==> src/rtl/reaction_controller.sv <==
// Reaction-timer trial sequencer: arms on Start, waits a pseudo-random delay, lights
// the stimulus, then pulses CountEn once per ms until Response. Option: `FALSE_START_EN.
module reaction_controller #(
  parameter int CLKS_PER_MS  = 50000,
  parameter int MIN_DELAY_MS = 1000,
  parameter int MAX_REACT_MS = 9999
) (
  input  logic Clock,
  input  logic Reset,
  input  logic Start,
  input  logic Response,
  output logic CountClr,
  output logic CountEn,
  output logic Stimulus,
  output logic Done,
  output logic Timeout,
  output logic FalseStart
);

  localparam int PW = (CLKS_PER_MS > 1) ? $clog2(CLKS_PER_MS) : 1;

  typedef enum logic [2:0] {
    IDLE   = 3'd0,
    ARMED  = 3'd1,
    TIMING = 3'd2,
    RESULT = 3'd3
`ifdef FALSE_START_EN
    , FAULT = 3'd4
`endif
  } state_t;

  state_t        state_q, state_d;
  logic          start_prev_q, resp_prev_q;
  logic [15:0]   lfsr_q, lfsr_d;
  logic [PW-1:0] presc_q, presc_d;
  logic [13:0]   elapsed_q, elapsed_d, elapsed_inc;
  logic [15:0]   delay_q, delay_d;
  logic          count_clr_q, count_clr_d;
  logic          count_en_q, count_en_d;
  logic          stimulus_q, stimulus_d;
  logic          done_q, done_d;
  logic          timeout_q, timeout_d;
  logic          start_ev, resp_ev, tick;
`ifdef FALSE_START_EN
  logic          false_start_q, false_start_d;
`endif

  assign start_ev = Start & ~start_prev_q;
  assign resp_ev  = Response & ~resp_prev_q;
  assign tick     = (presc_q == PW'(CLKS_PER_MS - 1));

  always_comb begin
    state_d     = state_q;
    presc_d     = presc_q;
    elapsed_d   = elapsed_q;
    delay_d     = delay_q;
    count_clr_d = 1'b0;
    count_en_d  = 1'b0;
    timeout_d   = timeout_q;
    elapsed_inc = elapsed_q + 14'd1;
    // Fibonacci form, taps 16/14/13/11: a nonzero seed never reaches zero
    lfsr_d      = {lfsr_q[0] ^ lfsr_q[2] ^ lfsr_q[3] ^ lfsr_q[5], lfsr_q[15:1]};

    case (state_q)
      IDLE: begin
        if (start_ev) state_d = ARMED;
      end
      ARMED: begin
        if (tick) elapsed_d = elapsed_inc;
        if (tick && ({2'b00, elapsed_inc} == delay_q)) state_d = TIMING;
`ifdef FALSE_START_EN
        // A press coinciding with delay expiry still counts as a false start
        if (resp_ev) state_d = FAULT;
`endif
      end
      TIMING: begin
        if (tick) begin
          count_en_d = 1'b1;
          elapsed_d  = elapsed_inc;
          if (elapsed_inc == 14'(MAX_REACT_MS)) begin
            state_d   = RESULT;
            timeout_d = 1'b1;
          end
        end
        if (resp_ev) state_d = RESULT;
      end
      RESULT: begin
        if (start_ev) state_d = ARMED;
      end
`ifdef FALSE_START_EN
      FAULT: begin
        if (start_ev) state_d = ARMED;
      end
`endif
      default: state_d = IDLE;
    endcase

    // Both timed states start from a fresh ms boundary
    if ((state_d == ARMED || state_d == TIMING) && (state_d != state_q)) begin
      presc_d   = '0;
      elapsed_d = '0;
    end else if (state_q == ARMED || state_q == TIMING) begin
      presc_d = tick ? '0 : presc_q + PW'(1);
    end

    if (state_d == ARMED && state_q != ARMED) begin
      count_clr_d = 1'b1;
      timeout_d   = 1'b0;
      delay_d     = 16'(MIN_DELAY_MS) + {5'b00000, lfsr_q[10:0]};
    end

    stimulus_d = (state_d == TIMING);
    done_d     = (state_d == RESULT);
`ifdef FALSE_START_EN
    false_start_d = (state_d == FAULT);
`endif
  end

  always_ff @(posedge Clock) begin
    if (Reset) begin
      state_q      <= IDLE;
      start_prev_q <= 1'b0;
      resp_prev_q  <= 1'b0;
      lfsr_q       <= 16'hACE1;
      presc_q      <= '0;
      elapsed_q    <= '0;
      delay_q      <= '0;
      count_clr_q  <= 1'b0;
      count_en_q   <= 1'b0;
      stimulus_q   <= 1'b0;
      done_q       <= 1'b0;
      timeout_q    <= 1'b0;
`ifdef FALSE_START_EN
      false_start_q <= 1'b0;
`endif
    end else begin
      state_q      <= state_d;
      start_prev_q <= Start;
      resp_prev_q  <= Response;
      lfsr_q       <= lfsr_d;
      presc_q      <= presc_d;
      elapsed_q    <= elapsed_d;
      delay_q      <= delay_d;
      count_clr_q  <= count_clr_d;
      count_en_q   <= count_en_d;
      stimulus_q   <= stimulus_d;
      done_q       <= done_d;
      timeout_q    <= timeout_d;
`ifdef FALSE_START_EN
      false_start_q <= false_start_d;
`endif
    end
  end

  assign CountClr = count_clr_q;
  assign CountEn  = count_en_q;
  assign Stimulus = stimulus_q;
  assign Done     = done_q;
  assign Timeout  = timeout_q;
`ifdef FALSE_START_EN
  assign FalseStart = false_start_q;
`else
  assign FalseStart = 1'b0;
`endif

endmodule
==> config.mk <==
export PLATFORM = sky130hd
export DESIGN_NAME = reaction_controller
export DESIGN_NICKNAME = d
export VERILOG_FILES = /design/src/rtl/reaction_controller.sv
export SDC_FILE = /design/constraint.sdc
export NUM_CORES = 1
export LEC_CHECK = 0
export ABC_AREA = 1
export CORE_MARGIN = 2
export CORE_UTILIZATION = 56
export DETAILED_ROUTE_END_ITERATION = 6
export PLACE_DENSITY = 0.76
export RECOVER_POWER = 100
export SETUP_SLACK_MARGIN = 0.02
export SYNTH_ARGS = -nofsm -noshare
export SYNTH_HDL_FRONTEND = slang
export SYNTH_SLANG_ARGS = --single-unit
==> constraint.sdc <==
create_clock -name Clock -period 2.45 [get_ports Clock]
set_clock_uncertainty 0.15 [all_clocks]
set_input_delay 0.245 -clock Clock [delete_from_list [all_inputs] [get_ports Clock]]
set_output_delay 0.245 -clock Clock [all_outputs]
set_load 0.005 [all_outputs]
Yosys cells after proc, flatten, opt, wreduce, memory -nomap -nowiden

Index checks and enable logic that the tools add are counted.

Register bits: 72

Mux-type cells: 9
Reduce and logical (&&, ||, !) cells: 13
Bitwise operators: 8
Add/sub/neg operators: 3
Equality and inequality tests: 11

Operators with widths:

| kind                   | number |
|---|---|
| $add 16x1->16 const B  | 1 |
| $eq 14x16->1           | 1 |
| $eq 16x16->1 const B   | 1 |
| $mux 16                | 1 |
| $mux 3                 | 5 |
| $add 14x1->14 const B  | 1 |
| $eq 14x14->1 const B   | 1 |
| $add 10x11->12 const A | 1 |
| $eq 3x2->1 const B     | 4 |
| $reduce_or 2->1        | 5 |
| $pmux 3 s3             | 1 |
| $eq 3x1->1 const B     | 2 |
| $logic_and 1x1->1      | 3 |
| $logic_not 3->1        | 1 |
| $ne 3x1->1 const B     | 1 |
| $ne 3x3->1             | 1 |
| $not 1->1              | 3 |
| $reduce_and 3->1       | 1 |
| $xor 1x1->1            | 3 |
| $and 1x1->1            | 2 |
| $logic_or 1x1->1       | 2 |
| $mux 1                 | 2 |
| $reduce_and 2->1       | 1 |

Depth between registers and ports, before layout

Gate-level depths: netlist of run 1.

Depth in word-level cells: 10
Mapped depth: 20
Gate-level depth less buffers: 19

Least setup slack after synthesis of run 1

OpenSTA, ideal clock, no wires.

Path kind: reg2reg
Start: register elapsed_q[0]
End: register presc_q[14]
Arrival time: 2.133 ns
Path slack: 0.048 ns
Period minus slack after synthesis: 2.402 ns
Cell stages (with the launch flop): 19
Buffers on the path: 1
Path through: dfxtp_1 > inv_2 > ha_1 > xnor2_1 > nor2_1 > nand2_1 > nor2_1 > nand3_1 > nor2_1 > nand2_1 > nor2_2 > nand2_1 > nand2_1 > nand2_1 > nand2_1 > nand2_1 > nand2_2 > buf_6 > nor2_2

Word-level cells in the longest chain between the ends: 10
Elaborated cells between the ends (all ways): 15

RTL lines:

| what                                     | RTL line | text |
|---|---|---|
| start, declared                          | 36       | `logic [13:0] elapsed_q, elapsed_d, elapsed_inc;` |
| start signal, assigned                   | 142      | `elapsed_q <= elapsed_d;` |
| $add 14x1->14 *                          | 60       | `elapsed_inc = elapsed_q + 14'd1;` |
| net elapsed_inc[0]                       | 36       |  |
| $eq 14x14->1                             | 80       | `if (elapsed_inc == 14'(MAX_REACT_MS)) begin` |
| $mux 3                                   | 80       |  |
| $mux 3                                   | 77       | `if (tick) begin` |
| $mux 3                                   | 85       | `if (resp_ev) state_d = RESULT;` |
| $pmux 3 s3 *                             | 64       | `case (state_q)` |
| $eq 3x1->1 or $eq 3x2->1 (tied branches) | 99       | `if ((state_d == ARMED \|\| state_d == TIMING) && (state_d != state_q)) begin` |
| $logic_or 1x1->1                         | 99       |  |
| $logic_and 1x1->1 *                      | 99       |  |
| $reduce_or 2->1 (no line) *              | --       |  |
| end signal, assigned                     | 141      | `presc_q <= presc_d;` |
| end, declared                            | 35       | `logic [PW-1:0] presc_q, presc_d;` |

The timed path passes the listed nets; every way through them passes the cells marked *.
A chain may end at the register's enable or synchronous reset.

Worst setup path in the final report of run 1

Start: register elapsed_q[0]
End: register elapsed_q[9]

Word-level cells in the longest chain between the ends: 10
Elaborated cells between the ends (all ways): 15

RTL lines:

| what                                     | RTL line |
|---|---|
| $add 14x1->14 *                          | 60 |
| $eq 14x14->1                             | 80 |
| $mux 3                                   | 80 |
| $mux 3                                   | 77 |
| $mux 3                                   | 85 |
| $pmux 3 s3                               | 64 |
| $eq 3x1->1 or $eq 3x2->1 (tied branches) | 99 |
| $logic_or 1x1->1                         | 99 |
| $logic_and 1x1->1                        | 99 |
| $reduce_or 2->1 (no line)                | -- |

Every way passes the cells marked *; elsewhere a longest branch is shown, timed or not.

==> flow_metrics.env, run 1 <==
export IMPL_outcome="finished with violations"
export IMPL_failed_checks="negative setup slack"
export IMPL_cts_buffers_inserted=9
export IMPL_detailedRoute_firstIterationViolations=338
export IMPL_row_count=29
export IMPL_synth_seq_area_share_pct=37.2
export IMPL_mappedNetlistArea_um2=3660
export IMPL_r2r_start="elapsed_q[0]"
export IMPL_clock_sinks=68
export IMPL_placeable_core_region_um2=6350
export IMPL_crit_path_max_fanout=6
export IMPL_die_h_um=84.8
export IMPL_final_layout_size_suffix_gt1_share_pct=29.4
export IMPL_synth_largest_area_cell="dfxtp_1"
export IMPL_synth_enable_flop_cells=0
export IMPL_place_detailed_instances=649
export IMPL_first_global_vias=3746
export IMPL_design_die_area_um2=7200
export IMPL_slew_limit_headroom_pct=57.1
export IMPL_vdd_ir_drop_worst_mv=0.481
export IMPL_global_route_wire_length_before_repair_mm=16.9
export IMPL_vias=3762
export IMPL_largest_net_degree_at_the_start_of_global_routing=28
export IMPL_post_drt_wl_per_cell_um=14.7
export IMPL_critical_path_most_common_cell="nand2_1"
export IMPL_grt_overflow_total=0
export IMPL_cp_startpoint="elapsed_q[0]"
export IMPL_report_final_hold_viol_count=0
export IMPL_async_reset_ff_share_pct=0
export IMPL_cp_arrival_ns=2.69
export IMPL_place_ws_ns=-0.231
export IMPL_final_common_cell="nand2_1"
export IMPL_finish_net_count=608
export IMPL_port_buffers=8
export IMPL_worst_hold_path_num_cells=2
export IMPL_yosys_top_cells_area="dfxtp_1 (37%), nand2_1 (14%), nand3_1 (7.8%)"
export IMPL_cp_slowest_cell="dfxtp_4"
export IMPL_maxSlewViolCount=0
export IMPL_tritoncts_clock_tree="done"
export IMPL_cap_viol_max_count=0
export IMPL_timing_critical_path_max_delay_family="simple AND/OR/NAND/NOR gates"
export IMPL_synth_largest_type_area_fraction_pct=37.2
export IMPL_power_density_nw_per_um2=525
export IMPL_finalSetupViolations=44
export IMPL_grt_setup_unrepaired="true"
export IMPL_synth_area_per_cell_um2=6.76
export IMPL_gpl_final_weighted_congestion=0.836
export IMPL_tightest_slew_ns=0.643
export IMPL_postRouteWirelength_mm=10.0
export IMPL_min_period_over_period_pct=106
export IMPL_hold_path_end="lfsr_q[14]"
export IMPL_number_of_remaining_drc_errors=0
export IMPL_post_dp_hpwl_mm=6.24
export IMPL_achievable_frequency_mhz=384
export IMPL_worst_skew_pair_late_latency_ns=0.36
export IMPL_route_detailed_vias_per_inst=5.52
export IMPL_count_of_warnings_emitted_by_yosys=0
export IMPL_min_path_type="reg2reg"
export IMPL_r2r_setup_slack_ns=-0.15
export IMPL_timing_setup_critical_path_class="reg2reg"
export IMPL_ys_ff_latch=68
export IMPL_postLayoutSetupSlackWorst_ns=-0.153
export IMPL_cts_root_buf="clkbuf_8"
export IMPL_io_pins=10
export IMPL_worst_r2r_path_depth=20
export IMPL_cts_path_max_buffers=2
export IMPL_post_route_min_period_ns=2.60
export IMPL_detail_route_first_pass_iterations=5
export IMPL_timing_critical_path_buf_inv=2
export IMPL_endpoint_kind="flop"
export IMPL_die_x_um=84.8
export IMPL_min_from="lfsr_q[15]"
export IMPL_hold_ws_ns=0.268
export IMPL_synth_ff_type="dfxtp_1"
export IMPL_most_common_layout_cells="nand2_1 (117), inv_1 (62), dfxtp_1 (60), nand3_1 (48), nor2_1 (47)"
export IMPL_ant_nets=0
export IMPL_final_cell_count_no_fill=682
export IMPL_antenna_found_initial=0
export IMPL_critical_path_cell_chain="ha_4 > nand3_4 > nand2_2 > nand2_1 > nand2_1 > nand2_1 > nor2_2 > nand2_1 > nor2_1 > nand2_1 > nor2_4 > nand2_1 > nand2_1 > nand2_1 > nand2_1 > nand2_2 > nand2_4 > buf_12 > buf_12 > nor2_2"
export IMPL_initial_utilization_pct=57.6
export IMPL_clkSlewWorstSetupHoldPaths_ns=0.08
export IMPL_flow_area_growth_from_synthesis_pct=29.0
export IMPL_htreeDepth=3
export IMPL_totalNegativeSetupSlack_ns=-3.19
export IMPL_power_leakage_nw=2.08
export IMPL_worst_setup_path_start_kind="flop"
export IMPL_n_antenna_cell=0
export IMPL_critical_path_max_stage_delay_ns=0.39
export IMPL_post_synth_num_cell_types=36
export IMPL_crit_required_ns=2.54
export IMPL_rr_endpoint="elapsed_q[9]"
export IMPL_synthCells=541
export IMPL_gr_usage_all_layers_pct=29.4
[worst max path at each step]
stage                   end  slack, ns  cells after the start
2_1_floorplan   presc_q[14]       0.05                     18
3_3_place_gp   elapsed_q[7]      -0.16                     19
3_5_place_dp     presc_q[0]      -0.23                     19
4_1_cts        elapsed_q[0]      -0.05                     16
5_1_grt        elapsed_q[9]      -0.31                     19
6_report       elapsed_q[9]      -0.15                     20
[synthesized netlist by cell type (4+ instances only)]
cell type  number
a21oi_1         6
buf_6           4
clkbuf_1        6
dfxtp_1        68
ha_1            4
inv_1          62
inv_2           6
nand2_1       133
nand2_2         7
nand3_1        57
nand3b_1        6
nand4_1        19
nor2_1         57
nor2_2         37
nor3_1          7
o21ai_0        21
or2_2           5
xnor2_1         4
xor2_1          9
[metal layers]
layer	wire [µm]	GRT usage, %
met1	4110	34.4
met3	620	4.77
met4	300	12.8
met2	5000	52.8
met5	0	0
[layout make-up]
type                            instances  area [µm²]
Timing Repair Buffer                   62         591
Fill cell                             427        1630
Tap cell                               77        96.3
Clock inverter                          7        98.8
Multi-Input combinational cell        391        2170
Clock buffer                            9         124
Sequential cell                        68        1380
Inverter                               68         258
[what timing repair did]
item,4_1_cts,5_1_grt
cloned,4,0
buffers inserted,12,2
pin swaps,18,12
endpoints found under the setup margin,44,46
hold buffers,0,0
resized for setup,58,20
[through the flow]
step | utilization, % | instance area [µm²] | power [mW]
finish | 74.3 | 4720 | 2.48
global route | 74.3 | 4720 | 2.55
CTS | 73.6 | 4670 | 2.48
detailed placement | 63.5 | 4030 | 1.38
global placement | 63.5 | 4030 | 1.38
floorplan | - | 3660 | 1.33
[worst min-delay path, cell delays in order (launching register included)]
cell and delay [ns]:
dfxtp_1 0.30, inv_1 0.04, nor2_1 0.03
[state kept, by name (all words and copies together) (netlist names)]
| name | flops |
|---|---|
| presc_q | 16 |
| resp_prev_q | 1 |
| state_q | 3 |
| CountEn | 1 |
| start_prev_q | 1 |
| Done | 1 |
| CountClr | 1 |
| lfsr_q | 16 |
| Timeout | 1 |
| Stimulus | 1 |
| elapsed_q | 14 |
| delay_q | 12 |
[kinds of logic after synthesis]
| kind of cell | Yosys count | share of synthesized area [%] |
|---|---|---|
| AOI/OAI and AO/OA | 36 | 5.50 |
| xor gates and xnor gates | 13 | 3.11 |
| adders and majority gates | 4 | 1.37 |
| buffers and inverters | 83 | 9.64 |
| DFF | 68 | 37.2 |
| other | 1 | 0.102 |
| and+or+nand+nor | 336 | 43.1 |
[power by group]
part | switching [mW] | internal, mW | leakage, nW
Sequential | 0.0266 | 1.14 | 0.560
Combinational | 0.147 | 0.120 | 1.41
Clock | 0.472 | 0.578 | 0.110
Power figures use the tool's default switching activity.
==> run 2, diff against run 1 <==
--- a/config.mk
+++ b/config.mk
@@ -5,11 +5,10 @@
 export SDC_FILE = /design/constraint.sdc
 export NUM_CORES = 1
 export LEC_CHECK = 0
-export ABC_AREA = 1
 export CORE_MARGIN = 2
-export CORE_UTILIZATION = 56
+export CORE_UTILIZATION = 55
 export DETAILED_ROUTE_END_ITERATION = 6
-export PLACE_DENSITY = 0.76
+export PLACE_DENSITY = 0.75
 export RECOVER_POWER = 100
 export SETUP_SLACK_MARGIN = 0.02
 export SYNTH_ARGS = -nofsm -noshare
==> run 2 against run 1 <==
The run still ends with negative setup slack left; clock power shrank 21%; synthesized cell count shrank 29%; sequential power is essentially flat; power shrank 13%; setup slack lost 0.17 ns; maximum frequency shrank 6.3%; area after synthesis shrank 5.7%.
==> flow_metrics.env, run 2 <==
export IMPL_outcome="finished with violations"
export IMPL_failed_checks="negative setup slack"
export IMPL_cts_path_max_buffers=2
export IMPL_die_x_um=83.2
export IMPL_cap_viol_max_count=0
export IMPL_final_area_um2=4610
export IMPL_gr_usage_all_layers_pct=25.4
export IMPL_power_leakage_nw=1.85
export IMPL_hold_ws_ns=0.262
export IMPL_flow_area_growth_from_synthesis_pct=33.4
export IMPL_gpl_final_weighted_congestion=0.868
export IMPL_critical_path_most_common_cell="buf_6"
export IMPL_place_area_um2=4140
export IMPL_worst_setup_path_start_kind="flop"
export IMPL_largest_net_degree_at_the_start_of_global_routing=27
export IMPL_post_synth_most_frequent_cells="dfxtp_1 (68), nor2_1 (40), xor2_1 (30), nor3_1 (24), xnor2_1 (20)"
export IMPL_initial_utilization_pct=57.6
export IMPL_worst_r2r_path_depth=12
export IMPL_grt_overflow_total=0
export IMPL_port_buffers=8
export IMPL_timing_critical_path_max_delay_family="simple AND/OR/NAND/NOR gates"
export IMPL_tightest_slew_ns=1.04
export IMPL_clkSlewWorstSetupHoldPaths_ns=0.08
export IMPL_crit_required_ns=2.50
export IMPL_ant_nets=0
export IMPL_vdd_ir_drop_worst_mv=0.542
export IMPL_post_synth_num_cell_types=58
export IMPL_most_common_layout_cells="buf_4 (77), dfxtp_1 (57), nor2_1 (38), xor2_1 (29), nor3_1 (22)"
export IMPL_synth_ff_type="dfxtp_1"
export IMPL_post_route_min_period_ns=2.78
export IMPL_cts_root_buf="clkbuf_8"
export IMPL_crit_path_max_fanout=7
export IMPL_synth_largest_area_cell="dfxtp_1"
export IMPL_path_depth=12
export IMPL_vias=3219
export IMPL_n_antenna_cell=0
export IMPL_slew_limit_headroom_pct=30.9
export IMPL_cp_arrival_ns=2.83
export IMPL_min_period_over_period_pct=113
export IMPL_maxSlewViolCount=0
export IMPL_critical_path_cell_chain="buf_6 > nand4_1 > or4_4 > nand3_2 > buf_6 > a2111oi_4 > buf_4 > o31ai_4 > buf_6 > buf_8 > mux2i_1 > nor2_1"
export IMPL_count_of_warnings_emitted_by_yosys=0
export IMPL_global_route_wire_length_before_repair_mm=14.4
export IMPL_post_drt_wl_per_cell_um=17.1
export IMPL_placeable_core_region_um2=5990
export IMPL_worst_hold_path_num_cells=1
export IMPL_synthMostInstantiatedCell="dfxtp_1"
export IMPL_synthCells=383
export IMPL_min_path_type="reg2reg"
export IMPL_yosys_top_cells_area="dfxtp_1 (39%), xor2_1 (7.6%), xnor2_1 (5.1%)"
export IMPL_biggestRegsByFlops="lfsr_q: 16 flops, presc_q: 16 flops, elapsed_q: 14 flops"
export IMPL_synth_enable_flop_cells=0
export IMPL_timing_critical_path_buf_inv=5
export IMPL_grt_setup_unrepaired="true"
export IMPL_number_of_remaining_drc_errors=0
export IMPL_async_reset_ff_share_pct=0
export IMPL_first_global_vias=3068
export IMPL_tot_pwr_mw=2.16
export IMPL_report_final_hold_viol_count=0
export IMPL_cts_buffers_inserted=9
export IMPL_finish_net_count=475
export IMPL_clock_sinks=68
export IMPL_design_die_area_um2=6930
export IMPL_final_layout_size_suffix_gt1_share_pct=33.9
export IMPL_synth_area_per_cell_um2=9.01
export IMPL_synth_largest_type_area_fraction_pct=39.4
export IMPL_post_dp_hpwl_mm=6.15
export IMPL_worst_skew_pair_late_latency_ns=0.35
export IMPL_synth_seq_area_share_pct=39.4
export IMPL_final_common_cell="buf_4"
export IMPL_row_count=28
export IMPL_die_h_um=83.2
export IMPL_io_pins=10
export IMPL_detail_route_first_pass_iterations=6
export IMPL_postLayoutSetupSlackWorst_ns=-0.328
export IMPL_detailedRoute_firstIterationViolations=268
export IMPL_mappedNetlistArea_um2=3450
export IMPL_tritoncts_clock_tree="done"
export IMPL_route_detailed_vias_per_inst=5.88
export IMPL_finalSetupViolations=48
export IMPL_postRouteWirelength_mm=9.38
export IMPL_timing_setup_critical_path_class="reg2reg"
export IMPL_htreeDepth=3
export IMPL_finish_utilization_pct=76.9
export IMPL_endpoint_kind="flop"
export IMPL_holdBufCountCts=0
export IMPL_antenna_found_initial=0
export IMPL_critical_path_max_stage_delay_ns=0.54
export IMPL_achievable_frequency_mhz=360
export IMPL_cp_slowest_cell="or4_4"
export IMPL_power_density_nw_per_um2=468
export IMPL_ys_ff_latch=68
==> run 2: changes by cell type in the layout (fill, tap and decap cells not counted), sizes merged, moves of 17 or more <==
cell / change
xor2: +21
nand2: -124
nor2: -55
nor3: +18
nand3: -44
buf: +35
inv: -65
o21ai: -17
==> run 2: kinds of logic after synthesis <==
logic type | synth area share, %
fa+ha+maj | 1.45
other cells | 0.109
mux | 3.48
flops | 39.4
simple gates | 29.9
compound gates | 8.81
buf+inv | 4.10
xor+xnor | 12.7
==> run 2: layer usage <==
metal	up-vias	routed length, µm	global-route usage (%)	share of wire [%]
met3	35	541	4.37	5.8
li1	1523	-	-	-
met2	137	4590	41.7	49
met5	-	0	0	0
met1	1524	3900	32.6	42
met4	0	347	11.3	3.7
==> run 2: repair_timing <==
item / CTS / global route
endpoints found under the setup margin: 48 / 48
buffers inserted: 2 / 12
gates cloned: 1 / 0
pin swaps: 6 / 17
gates resized for setup: 19 / 37
==> run 2: power by group <==
group | switching [mW] | total, mW | internal (mW)
combinational | 0.0884 | 0.172 | 0.0834
clock | 0.458 | 0.829 | 0.371
sequential | 0.0257 | 1.16 | 1.13
total | 0.572 | 2.16 | 1.58
==> run 2: final cells by class <==
| type | count | area, µm² |
|---|---|---|
| well taps | 75 | 93.8 |
| inverters | 3 | 11.3 |
| clock buffers | 9 | 124 |
| repair buffers | 98 | 827 |
| multi-input cells | 287 | 2100 |
| clock inverters | 7 | 52.6 |
| flip-flops and latches | 68 | 1390 |
| fillers | 383 | 1390 |
==> run 2: per-stage QoR <==
stage          setup WS [ns]  setup TNS, ns  std cells
2_1_floorplan         -0.295          -6.63        384
3_3_place_gp          -0.332         -12.15        518
3_5_place_dp          -0.460         -16.54        518
4_1_cts               -0.329         -12.44        537
5_1_grt               -0.419         -15.23        547
6_report              -0.328         -11.15        547
==> run 2: path summary, 6_finish.rpt <==
kind                                    from          to  slack [ns]
worst min-delay path              lfsr_q[11]  lfsr_q[10]        0.26
worst max register to register  elapsed_q[2]  delay_q[8]       -0.33
worst min register to register    lfsr_q[11]  lfsr_q[10]        0.26
worst max-delay path            elapsed_q[2]  delay_q[8]       -0.33
